**config.mk**
```make
export PLATFORM = sky130hd
export DESIGN_NAME = vm_order_front_flat
export DESIGN_NICKNAME = d
export VERILOG_FILES = /design/src/rtl/vm_order_front_pkg.sv /design/src/rtl/vm_order_front_if.sv /design/src/rtl/vm_order_front.sv /design/src/flat_wrapper.sv
export SDC_FILE = /design/constraint.sdc
export NUM_CORES = 1
export LEC_CHECK = 0
export ABC_AREA = 1
export CAP_MARGIN = 20
export CORE_MARGIN = 2
export CORE_UTILIZATION = 51
export DETAILED_ROUTE_END_ITERATION = 16
export PLACE_DENSITY_LB_ADDON = 0.08
export SLEW_MARGIN = 10
export SYNTH_ARGS = -nofsm -noshare
export SYNTH_HDL_FRONTEND = slang
export SYNTH_SLANG_ARGS = --single-unit
```
**constraint.sdc**
```tcl
create_clock -name CLK -period 4.2 [get_ports CLK]
set_clock_uncertainty 0.2 [all_clocks]
set_input_delay 0.42 -clock CLK [delete_from_list [all_inputs] [get_ports CLK]]
set_output_delay 0.42 -clock CLK [all_outputs]
set_load 0.05 [all_outputs]
```
**src/rtl/vm_order_front_pkg.sv**
```systemverilog
// ---------------------------------------------------------------------------
// vm_pkg
// Shared definitions for the vending-machine order front end:
//   - coin selector encodings and their values, plus a decode function
//   - PID_IDLE, the product code driven to the core between orders
//   - error codes reported on errCode
//   - FSM state encoding (2 bits)
// ---------------------------------------------------------------------------
package vm_pkg;

   typedef enum logic [1:0] {
      COIN_1  = 2'b00,
      COIN_5  = 2'b01,
      COIN_10 = 2'b10,
      COIN_20 = 2'b11
   } coin_t;

   localparam logic [5:0] VAL_COIN_1  = 6'd1;
   localparam logic [5:0] VAL_COIN_5  = 6'd5;
   localparam logic [5:0] VAL_COIN_10 = 6'd10;
   localparam logic [5:0] VAL_COIN_20 = 6'd20;

   // Product code that makes the core flag only invalidProduct and never vend.
   localparam logic [2:0] PID_IDLE = 3'b111;

   localparam logic [2:0] ERR_INVALID_PRODUCT = 3'd1;
   localparam logic [2:0] ERR_UNAVAILABLE     = 3'd2;
   localparam logic [2:0] ERR_INSUFFICIENT    = 3'd3;
   localparam logic [2:0] ERR_NOT_EXACT       = 3'd4;
   localparam logic [2:0] ERR_SUGAR           = 3'd5;
   localparam logic [2:0] ERR_UNKNOWN         = 3'd7;

   typedef enum logic [1:0] {
      ST_IDLE    = 2'b00,
      ST_COLLECT = 2'b01,
      ST_ISSUE   = 2'b10,
      ST_RESULT  = 2'b11
   } state_t;

   // Translates the 2-bit coin selector into its credit value.
   function automatic logic [5:0] coinValue(input logic [1:0] sel);
      logic [5:0] val;
      case (coin_t'(sel))
         COIN_1:  val = VAL_COIN_1;
         COIN_5:  val = VAL_COIN_5;
         COIN_10: val = VAL_COIN_10;
         COIN_20: val = VAL_COIN_20;
         default: val = VAL_COIN_1;
      endcase
      return val;
   endfunction

endpackage

```
**src/rtl/vm_order_front_if.sv**
```systemverilog
// ---------------------------------------------------------------------------
// vm_order_front_if
// Bus between the order front end and the two-machine vending core.
//   money/vm/productID/sugar          : transaction, front -> core
//   moneyLeft and the six status flags : registered result, core -> front
// Modports: master = front end side, slave = core side.
// ---------------------------------------------------------------------------
interface vm_order_front_if;

   logic [5:0] money;
   logic       vm;
   logic [2:0] productID;
   logic       sugar;

   logic [5:0] moneyLeft;
   logic       productReady;
   logic       productUnavailable;
   logic       insufficientFund;
   logic       notExactFund;
   logic       invalidProduct;
   logic       sugarUnsuitable;

   modport master (
      output money, vm, productID, sugar,
      input  moneyLeft, productReady, productUnavailable, insufficientFund,
             notExactFund, invalidProduct, sugarUnsuitable
   );

   modport slave (
      input  money, vm, productID, sugar,
      output moneyLeft, productReady, productUnavailable, insufficientFund,
             notExactFund, invalidProduct, sugarUnsuitable
   );

endinterface

```
**src/rtl/vm_order_front.sv**
```systemverilog
// ---------------------------------------------------------------------------
// vm_order_front
// Customer-facing front end for the vending core. Collects coins into a
// credit register, latches one selection, issues one transaction to the core
// and reports the core's result to the panel.
// Ports:
//   CLK, RST            : clock (rising edge), asynchronous active-high reset
//   coinValid, coinSel  : coin strobe and coin type
//   selValid, selVm, selProductID, selSugar : product selection request
//   cancel              : refund request
//   core                : bus to the vending core (master side)
//   credit, busy        : current credit, order in flight
//   coinReject, dispensed, changeValid, errValid : one-cycle pulses
//   changeAmount, errCode : qualified by changeValid / errValid
// ---------------------------------------------------------------------------
module vm_order_front
   import vm_pkg::*;
#(
   parameter int CREDIT_MAX = 63
) (
   input  logic                   CLK,
   input  logic                   RST,
   input  logic                   coinValid,
   input  logic [1:0]             coinSel,
   input  logic                   selValid,
   input  logic                   selVm,
   input  logic [2:0]             selProductID,
   input  logic                   selSugar,
   input  logic                   cancel,
   vm_order_front_if.master       core,
   output logic [5:0]             credit,
   output logic                   busy,
   output logic                   coinReject,
   output logic                   dispensed,
   output logic                   changeValid,
   output logic [5:0]             changeAmount,
   output logic [2:0]             errCode,
   output logic                   errValid
);

   state_t     state;
   logic       latVm;
   logic [2:0] latPid;
   logic       latSugar;
   logic       orderOnBus;

   logic [6:0] coinSum;
   logic       coinFits;
   logic       inFront;
   logic       doCancel;
   logic       doSelect;
   logic       doCoin;
   logic       sampleResult;
   logic [2:0] errSel;

   // Decision logic shared by the state and output registers. The coin sum
   // is kept 7 bits wide so a 6-bit wrap cannot sneak past the limit check.
   // orderOnBus marks the RESULT cycle in which the core is still sampling
   // our transaction; its answer is only readable one cycle later.
   always_comb begin
      coinSum      = {1'b0, credit} + {1'b0, coinValue(coinSel)};
      coinFits     = (coinSum <= 7'(CREDIT_MAX));
      inFront      = (state == ST_IDLE) || (state == ST_COLLECT);
      doCancel     = inFront && cancel && (credit != 6'd0);
      doSelect     = inFront && !doCancel && selValid;
      doCoin       = inFront && !doCancel && !doSelect && coinValid && coinFits;
      sampleResult = (state == ST_RESULT) && !orderOnBus;
      if (core.invalidProduct)
         errSel = ERR_INVALID_PRODUCT;
      else if (core.productUnavailable)
         errSel = ERR_UNAVAILABLE;
      else if (core.insufficientFund)
         errSel = ERR_INSUFFICIENT;
      else if (core.notExactFund)
         errSel = ERR_NOT_EXACT;
      else if (core.sugarUnsuitable)
         errSel = ERR_SUGAR;
      else
         errSel = ERR_UNKNOWN;
   end

   // State, credit and latched selection. A failed order returns whatever
   // the core says is left, so the customer can retry or cancel.
   always_ff @(posedge CLK or posedge RST) begin
      if (RST) begin
         state      <= ST_IDLE;
         credit     <= 6'd0;
         latVm      <= 1'b0;
         latPid     <= PID_IDLE;
         latSugar   <= 1'b0;
         orderOnBus <= 1'b0;
      end else begin
         case (state)
            ST_IDLE, ST_COLLECT: begin
               if (doCancel) begin
                  credit <= 6'd0;
                  state  <= ST_IDLE;
               end else if (doSelect) begin
                  latVm    <= selVm;
                  latPid   <= selProductID;
                  latSugar <= selSugar & selVm;
                  state    <= ST_ISSUE;
               end else if (doCoin) begin
                  credit <= coinSum[5:0];
                  state  <= ST_COLLECT;
               end
            end
            ST_ISSUE: begin
               orderOnBus <= 1'b1;
               state      <= ST_RESULT;
            end
            ST_RESULT: begin
               if (orderOnBus) begin
                  orderOnBus <= 1'b0;
               end else if (core.productReady) begin
                  credit <= 6'd0;
                  state  <= ST_IDLE;
               end else begin
                  credit <= core.moneyLeft;
                  state  <= (core.moneyLeft != 6'd0) ? ST_COLLECT : ST_IDLE;
               end
            end
            default: state <= ST_IDLE;
         endcase
      end
   end

   // Registered panel and core outputs. Pulses default low every cycle;
   // changeAmount and errCode hold their last value between pulses. The core
   // sees the order only for the cycle after ISSUE and the harmless idle
   // transaction at all other times.
   always_ff @(posedge CLK or posedge RST) begin
      if (RST) begin
         busy           <= 1'b0;
         coinReject     <= 1'b0;
         dispensed      <= 1'b0;
         changeValid    <= 1'b0;
         changeAmount   <= 6'd0;
         errValid       <= 1'b0;
         errCode        <= 3'd0;
         core.money     <= 6'd0;
         core.vm        <= 1'b0;
         core.productID <= PID_IDLE;
         core.sugar     <= 1'b0;
      end else begin
         busy        <= (state == ST_ISSUE) || ((state == ST_RESULT) && orderOnBus);
         coinReject  <= coinValid && !doCoin;
         dispensed   <= sampleResult && core.productReady;
         errValid    <= sampleResult && !core.productReady;
         changeValid <= doCancel ||
                        (sampleResult && core.productReady && (core.moneyLeft != 6'd0));
         if (doCancel)
            changeAmount <= credit;
         else if (sampleResult && core.productReady && (core.moneyLeft != 6'd0))
            changeAmount <= core.moneyLeft;
         if (sampleResult && !core.productReady)
            errCode <= errSel;
         if (state == ST_ISSUE) begin
            core.money     <= credit;
            core.vm        <= latVm;
            core.productID <= latPid;
            core.sugar     <= latSugar;
         end else begin
            core.money     <= 6'd0;
            core.vm        <= 1'b0;
            core.productID <= PID_IDLE;
            core.sugar     <= 1'b0;
         end
      end
   end

endmodule
```
**src/flat_wrapper.sv**
```systemverilog
// flat-port wrapper written by rule: the top's interface ports become plain ports
module vm_order_front_flat import vm_pkg::*;
#(
   parameter int CREDIT_MAX = 63
)
  (CLK, RST, coinValid, coinSel, selValid, selVm, selProductID, selSugar, cancel, credit, busy, coinReject, dispensed, changeValid, changeAmount, errCode, errValid, core_money, core_vm, core_productID, core_sugar, core_moneyLeft, core_productReady, core_productUnavailable, core_insufficientFund, core_notExactFund, core_invalidProduct, core_sugarUnsuitable);
  vm_order_front_if core_i ();
  input  logic CLK;
  input  logic RST;
  input  logic coinValid;
  input  logic [1:0] coinSel;
  input  logic selValid;
  input  logic selVm;
  input  logic [2:0] selProductID;
  input  logic selSugar;
  input  logic cancel;
  output logic [5:0] credit;
  output logic busy;
  output logic coinReject;
  output logic dispensed;
  output logic changeValid;
  output logic [5:0] changeAmount;
  output logic [2:0] errCode;
  output logic errValid;
  output wire logic [$bits(core_i.money)-1:0] core_money;
  output wire logic [$bits(core_i.vm)-1:0] core_vm;
  output wire logic [$bits(core_i.productID)-1:0] core_productID;
  output wire logic [$bits(core_i.sugar)-1:0] core_sugar;
  input wire logic [$bits(core_i.moneyLeft)-1:0] core_moneyLeft;
  input wire logic [$bits(core_i.productReady)-1:0] core_productReady;
  input wire logic [$bits(core_i.productUnavailable)-1:0] core_productUnavailable;
  input wire logic [$bits(core_i.insufficientFund)-1:0] core_insufficientFund;
  input wire logic [$bits(core_i.notExactFund)-1:0] core_notExactFund;
  input wire logic [$bits(core_i.invalidProduct)-1:0] core_invalidProduct;
  input wire logic [$bits(core_i.sugarUnsuitable)-1:0] core_sugarUnsuitable;
  assign core_money = core_i.money;
  assign core_vm = core_i.vm;
  assign core_productID = core_i.productID;
  assign core_sugar = core_i.sugar;
  assign core_i.moneyLeft = core_moneyLeft;
  assign core_i.productReady = core_productReady;
  assign core_i.productUnavailable = core_productUnavailable;
  assign core_i.insufficientFund = core_insufficientFund;
  assign core_i.notExactFund = core_notExactFund;
  assign core_i.invalidProduct = core_invalidProduct;
  assign core_i.sugarUnsuitable = core_sugarUnsuitable;
  vm_order_front #(.CREDIT_MAX(CREDIT_MAX)) u_core (.CLK(CLK), .RST(RST), .coinValid(coinValid), .coinSel(coinSel), .selValid(selValid), .selVm(selVm), .selProductID(selProductID), .selSugar(selSugar), .cancel(cancel), .core(core_i), .credit(credit), .busy(busy), .coinReject(coinReject), .dispensed(dispensed), .changeValid(changeValid), .changeAmount(changeAmount), .errCode(errCode), .errValid(errValid));
endmodule
```
==> flow_summary.json, run 1 <==
{
  "endpoint_kind": "flop",
  "clkPwrFrac_pct": 11.5,
  "synth_warnings": 0,
  "drv_slew": 0,
  "hold_class": "reg2reg",
  "worstPathArrival_ns": 2.37,
  "cp.buffers_inverters": 3,
  "grt_usage_pct": 21.1,
  "start_kind": "primary input",
  "cts_buffers": 5,
  "cts_tree": "done",
  "slowest_stage": "clkdlybuf4s50_1",
  "core_area_um2": 3690,
  "p_leak_nw": 1.31,
  "grt_pass1_wl_um": 6980,
  "ioPinCount": 55,
  "cts_resized": 0,
  "maxCapViolations": 0,
  "status": "finished, final reports clean",
  "clock-sinks": 39,
  "rows": 22,
  "die_area_um2": 4400,
  "clk_latency_ns": 0.29,
  "relSlewSlack_pct": 65.9,
  "switching_power_mw": 1.02,
  "cpMostUsedCell": "nand2_1",
  "layout-drive-gt1-share_pct": 11.2,
  "fin_crit_sh_pct": 56.8,
  "finalPower_mw": 2.06,
  "seq_power_share_pct": 31.1,
  "synthFlopType": "dfrtp_1",
  "muxShareOfSynthArea_pct": 0.569,
  "clock-root-buffer": "clkbuf_8",
  "cts_buffer_depth": 2,
  "vias": 1740,
  "clk_pin_slew_ns": 0.07,
  "wire_per_inst_um": 12.3,
  "area_growth_syn_to_layout_pct": 34.2,
  "peakVddDrop_uv": 373,
  "final.setup.tns_ns": 0,
  "gr-total-overflow": 0,
  "io_buffers": 54,
  "synthArstFlopShare_pct": 100,
  "hold_viol": 0,
  "antenna_found_initial": 0,
  "path_cells": "clkdlybuf4s50_1, inv_1, nor2_1, ha_1, nand2_1, inv_1, o21bai_1, nand3_1, o21bai_4, nand2_4, nand2_1, nand2_1",
  "die_w_um": 66.3,
  "ctsHoldBuffers": 0,
  "synth-seq-cells": 39,
  "drt-total-wl_um": 4200,
  "syn_inst": 235,
  "drtAntennaViolNets": 0,
  "rsz0062_at_grt": "false",
  "critPathTopFamily": "simple AND/OR/NAND/NOR gates",
  "grt_pass1_vias": 1601,
  "place.gp.congestion": 0.832,
  "fin_nets": 324,
  "syn_nets": 265,
  "syn_area_um2": 1980,
  "grt_max_degree": 40,
  "synthAdderAreaFrac_pct": 4.17,
  "synth-edff-count": 0,
  "drc": 0,
  "synth_compound_area_share_pct": 7.46,
  "synth_top_family_by_area": "simple AND/OR/NAND/NOR gates",
  "ys_types": 32,
  "p_comb_share_pct": 57.4,
  "p_int_mw": 1.05,
  "start_util_pct": 53.7,
  "netSwitchingFraction_pct": 49.3,
  "diodes": 0,
  "syn_area_per_cell_um2": 8.42,
  "worst_pin_slew_ns": 0.510,
  "timing.fmax_mhz": 419,
  "viasPerCell": 5.07,
  "post_cts_buffers": 0,
  "cp_slowest_stage_delay_ns": 0.47,
  "synthSimpleGateAreaFrac_pct": 29.8,
  "place_hpwl_um": 3290,
  "dr.first_iter.drc_count": 118,
  "yosysSeqAreaShare_pct": 49.7,
  "synth_xor_area_share_pct": 0.442,
  "htreeDepth": 2,
  "drtPass1Iterations": 4,
  "worstSetupPathType": "in2reg",
  "cp_max_fo": 7,
  "fin_crit_ns": 2.39,
  "p_per_area_nw_per_um2": 776,
  "setup_violations": 0,
  "die_h_um": 66.3,
  "critPathRequiredTime_ns": 4.18
}
-- worst register-to-register path, cell delays in order, from the launching register on --
cell,delay (ns)
dfrtp_1,0.47
ha_1,0.24
inv_1,0.06
fa_1,0.41
inv_1,0.09
nand2_1,0.06
nand3_1,0.17
o21bai_4,0.13
nand2_4,0.10
nand2_1,0.05
nand2_1,0.06
-- cell usage in the layout, fill, tap and decap left out, types with 2 or more instances in the layout --
master,instances
clkdlybuf4s50_1,54
nand2_1,52
dfrtp_1,33
inv_1,32
nor2_1,32
nand3_1,22
o21ai_0,8
dfstp_2,6
a21oi_1,5
ha_1,5
clkbuf_8,5
nor3_1,4
nand2_2,3
inv_2,3
nand2_4,3
or2_2,3
o211ai_1,3
o22ai_1,3
inv_4,2
clkbuf_1,2
-- power by group through the flow --
stage	registers, mW	clock network, mW	logic (mW)
finish	0.641	0.238	1.18
global route	0.659	0.263	1.28
CTS	0.642	0.241	1.19
detailed placement	0.648	0	1.18
global placement	0.641	0	1.16
floorplan	0.993	0	0.482
-- area by class of cell --
cell class,count,area (µm²)
repair buffers,55,548
inverters,37,144
well taps,48,60.1
fillers,312,1030
flip-flops and latches,39,983
clock buffers,7,76.3
clock inverters,1,5.00
multi-input cells,156,840
-- worst paths after layout --
| path | from | end | slack [ns] | cells after the start |
|---|---|---|---|---|
| max | coinSel[1] | u_core.credit[4]$_DFFE_PP0P_ | 1.81 | 12 |
| min | u_core.latPid[0]$_DFFE_PP1P_ | u_core.latPid[0]$_DFFE_PP1P_ | 0.27 | 2 |
| max reg2reg | u_core.credit[0]$_DFFE_PP0P_ | u_core.credit[4]$_DFFE_PP0P_ | 2.10 | 10 |
| min reg2reg | u_core.latPid[0]$_DFFE_PP1P_ | u_core.latPid[0]$_DFFE_PP1P_ | 0.27 | 2 |
| max in group asynchronous | RST | u_core.core.productID[2]$_DFF_PP1_ | 3.10 | 3 |
| min in group asynchronous | RST | u_core.latSugar$_DFFE_PP0P_ | 0.35 | 3 |
-- per-stage QoR --
step,std cells,worst slack (ns),hold WS (ns),util [%],instance area (µm²)
after floorplan,235,1.96,0.239,-,1980
final,343,1.81,0.270,72.0,2660
after global placement,335,1.59,0.248,69.8,2570
after global routing,343,1.67,0.278,72.0,2660
after detailed placement,335,1.52,0.258,69.8,2570
after CTS,343,1.81,0.270,72.0,2660
-- sequential cells by signal (all words and copies together) (netlist names), 2 cells and up --
register,flops
u_core.core.money,6
u_core.credit,6
u_core.core.productID,3
u_core.state,2
u_core.latPid,3
u_core.changeAmount,6
u_core.errCode,3
-- cell usage after synthesis, types with 3 or more instances --
cell,instances,area [µm²]
nor2_1,32,120
dfstp_2,6,158
a21oi_1,5,25.0
or2_2,3,18.8
o22ai_1,3,18.8
nand3_1,22,110
nand2_1,52,195
inv_2,3,11.3
nand2_4,3,33.8
nand2_2,3,18.8
dfrtp_1,33,826
nor3_1,4,20.0
o21ai_0,8,40.0
o211ai_1,3,22.5
inv_1,32,120
ha_1,5,62.6
-- routing by layer --
| layer | up-vias | wire length (µm) | GRT usage (%) |
|---|---|---|---|
| met5 | - | 0 | 0 |
| li1 | 864 | - | - |
| met2 | 54 | 2110 | 35.3 |
| met1 | 816 | 1800 | 26.4 |
| met4 | 0 | 56 | 7.65 |
| met3 | 6 | 237 | 5.28 |
-- cells by family after synthesis --
logic type,count (synthesis)
AOI/OAI and AO/OA,23
xor gates and xnor gates,1
adders and majority gates,6
buffers and inverters,40
DFF,39
muxes,1
and+or+nand+nor,125
Power figures use the tool's default switching activity.
==> inputs of run 2 (changes only) <==
--- a/config.mk
+++ b/config.mk
@@ -8,7 +8,7 @@
 export ABC_AREA = 1
 export CAP_MARGIN = 20
 export CORE_MARGIN = 2
-export CORE_UTILIZATION = 51
+export CORE_UTILIZATION = 48
 export DETAILED_ROUTE_END_ITERATION = 16
 export PLACE_DENSITY_LB_ADDON = 0.08
 export SLEW_MARGIN = 10
==> constraint.sdc (replaced) <==
create_clock -name CLK -period 2.3 [get_ports CLK]
set_clock_uncertainty 0.2 [all_clocks]
set_input_delay 0.23 -clock CLK [delete_from_list [all_inputs] [get_ports CLK]]
set_output_delay 0.23 -clock CLK [all_outputs]
set_load 0.05 [all_outputs]
==> run 2 against run 1 <==
Compared with the run above: core utilization down 3.4 points; final area up 2.6%; largest power group unchanged; worst setup slack worse by 1.6 ns; critical path type unchanged.
==> flow_summary.json, run 2 (synthesis results as in run 1) <==
{
  "status": "finished, final reports clean",
  "peakVddDrop_uv": 686,
  "layout-drive-gt1-share_pct": 13.8,
  "endpoint_kind": "flop",
  "io_buffers": 54,
  "place_hpwl_um": 3480,
  "vias": 1775,
  "netSwitchingFraction_pct": 48.9,
  "rsz0062_at_grt": "false",
  "fin_crit_sh_pct": 91.9,
  "clock-root-buffer": "clkbuf_8",
  "cts_tree": "done",
  "slowest_stage": "clkdlybuf4s50_1",
  "fillCellCount": 341,
  "grt_pass1_wl_um": 7530,
  "hold_class": "in2async",
  "area_growth_syn_to_layout_pct": 37.7,
  "rows": 23,
  "worst_pin_slew_ns": 0.515,
  "p_int_mw": 1.95,
  "clkPwrFrac_pct": 11.5,
  "grt_max_degree": 40,
  "cp_slowest_stage_delay_ns": 0.47,
  "start_kind": "primary input",
  "drtPass1Iterations": 4,
  "timing.fmax_mhz": 473,
  "clock-sinks": 39,
  "die_w_um": 68.2,
  "antenna_found_initial": 0,
  "seq_power_share_pct": 30.3,
  "maxCapViolations": 0,
  "clk_latency_ns": 0.29,
  "cts_resized": 0,
  "p_leak_nw": 1.35,
  "placedInstanceArea_um2": 2650,
  "worstSetupPathType": "in2reg",
  "p_per_area_nw_per_um2": 1400,
  "ioPinCount": 55,
  "switching_power_mw": 1.87,
  "layout_commonest_cell": "clkdlybuf4s50_1",
  "relSlewSlack_pct": 65.6,
  "critPathTopFamily": "buffers and inverters",
  "cts_buffers": 5,
  "reg_top3": "u_core.changeAmount (6), u_core.core.money (6), u_core.credit (6)",
  "worstPathArrival_ns": 2.10,
  "fin_area_um2": 2730,
  "drtAntennaViolNets": 0,
  "place.gp.congestion": 0.834,
  "die_h_um": 68.2,
  "critPathRequiredTime_ns": 2.29,
  "cts_buffer_depth": 2,
  "hold_viol": 0,
  "clk_pin_slew_ns": 0.07,
  "cp_max_fo": 3,
  "core_area_um2": 3970,
  "finalPower_mw": 3.83,
  "fin_nets": 333,
  "grt_usage_pct": 22.3,
  "final.setup.tns_ns": 0,
  "start_util_pct": 49.8,
  "grt_pass1_vias": 1701,
  "drc": 0,
  "setup_violations": 0,
  "gr-total-overflow": 0,
  "fin_crit_ns": 2.11,
  "hold_slack_ns": 0.157,
  "drv_slew": 0,
  "htreeDepth": 2,
  "path_cells": "clkdlybuf4s50_1, inv_1, nor2_1, inv_1, fa_1, inv_1, nand2_1, nand3_1, buf_4, o211ai_1, nor2_1, nor2_1",
  "diodes": 0,
  "setup_slack_ns": 0.187,
  "wire_per_inst_um": 12.8,
  "die_area_um2": 4650,
  "dr.first_iter.drc_count": 126,
  "place_ws_ns": -0.148,
  "cp.buffers_inverters": 5,
  "viasPerCell": 5.01,
  "drt-total-wl_um": 4520,
  "mostFrequentLayoutCells": "54 x clkdlybuf4s50_1, 52 x nand2_1, 33 x dfrtp_1",
  "p_comb_share_pct": 58.2
}
[run 2: layer usage]
metal  global-route usage [%]  routed length [µm]  vias up
met5                        0                   0        -
met4                     10.5                  83        0
met3                     3.95                 221        8
met2                     37.6                2260       48
met1                     27.6                1950      838
li1                         -                   -      881
[run 2: cell type report]
cell class / count / area [µm²] / area share (%)
clock buffer: 7 / 76.3 / 2.80
clock inverter: 1 / 5.00 / 0.184
inverter: 37 / 144 / 5.28
multi-input combinational: 156 / 840 / 30.8
sequential: 39 / 983 / 36.1
tap: 50 / 62.6 / 2.29
timing repair buffer: 64 / 616 / 22.6
[run 2: final timing paths]
path / from / to / slack, ns / cells after the start
min reg2reg: u_core.latPid[1]$_DFFE_PP1P_ / u_core.latPid[1]$_DFFE_PP1P_ / 0.26 / 2
max reg2reg: u_core.credit[3]$_DFFE_PP0P_ / u_core.credit[4]$_DFFE_PP0P_ / 0.32 / 9
max in group asynchronous: RST / u_core.latPid[0]$_DFFE_PP1P_ / 1.38 / 3
max: coinSel[1] / u_core.state[0]$_DFFE_PP0P_ / 0.19 / 12
min in group CLK: selProductID[0] / u_core.latPid[0]$_DFFE_PP1P_ / 0.25 / 3
min: RST / u_core.core.vm$_DFF_PP0_ / 0.16 / 3
[run 2: per-stage QoR]
stage | cells | utilization (%)
4_1_cts | 354 | 68.7
3_3_place_gp | 346 | 66.6
5_1_grt | 354 | 68.7
3_5_place_dp | 346 | 66.6
2_1_floorplan | 235 | -
6_report | 354 | 68.7
[run 2: worst reg2reg max path, stage by stage (launching register included)]
cell      delay (ns)
dfrtp_1         0.47
ha_1            0.37
nand2_1         0.08
inv_1           0.05
o21bai_1        0.12
nand3_1         0.15
o21bai_4        0.24
nand2_4         0.10
nand2_1         0.07
nand2_1         0.05
[run 2: what timing repair did]
action	in CTS	in global routing
setup buffers	0	0
hold buffers	0	0
endpoints found under the setup margin	0	1
[run 2: power groups by stage]
stage	combinational [mW]	clock [mW]	sequential, mW
6_report	2.23	0.439	1.16
5_1_grt	2.42	0.484	1.19
4_1_cts	2.24	0.449	1.16
3_5_place_dp	2.23	0	1.17
3_3_place_gp	2.19	0	1.16
2_1_floorplan	0.880	0	1.81
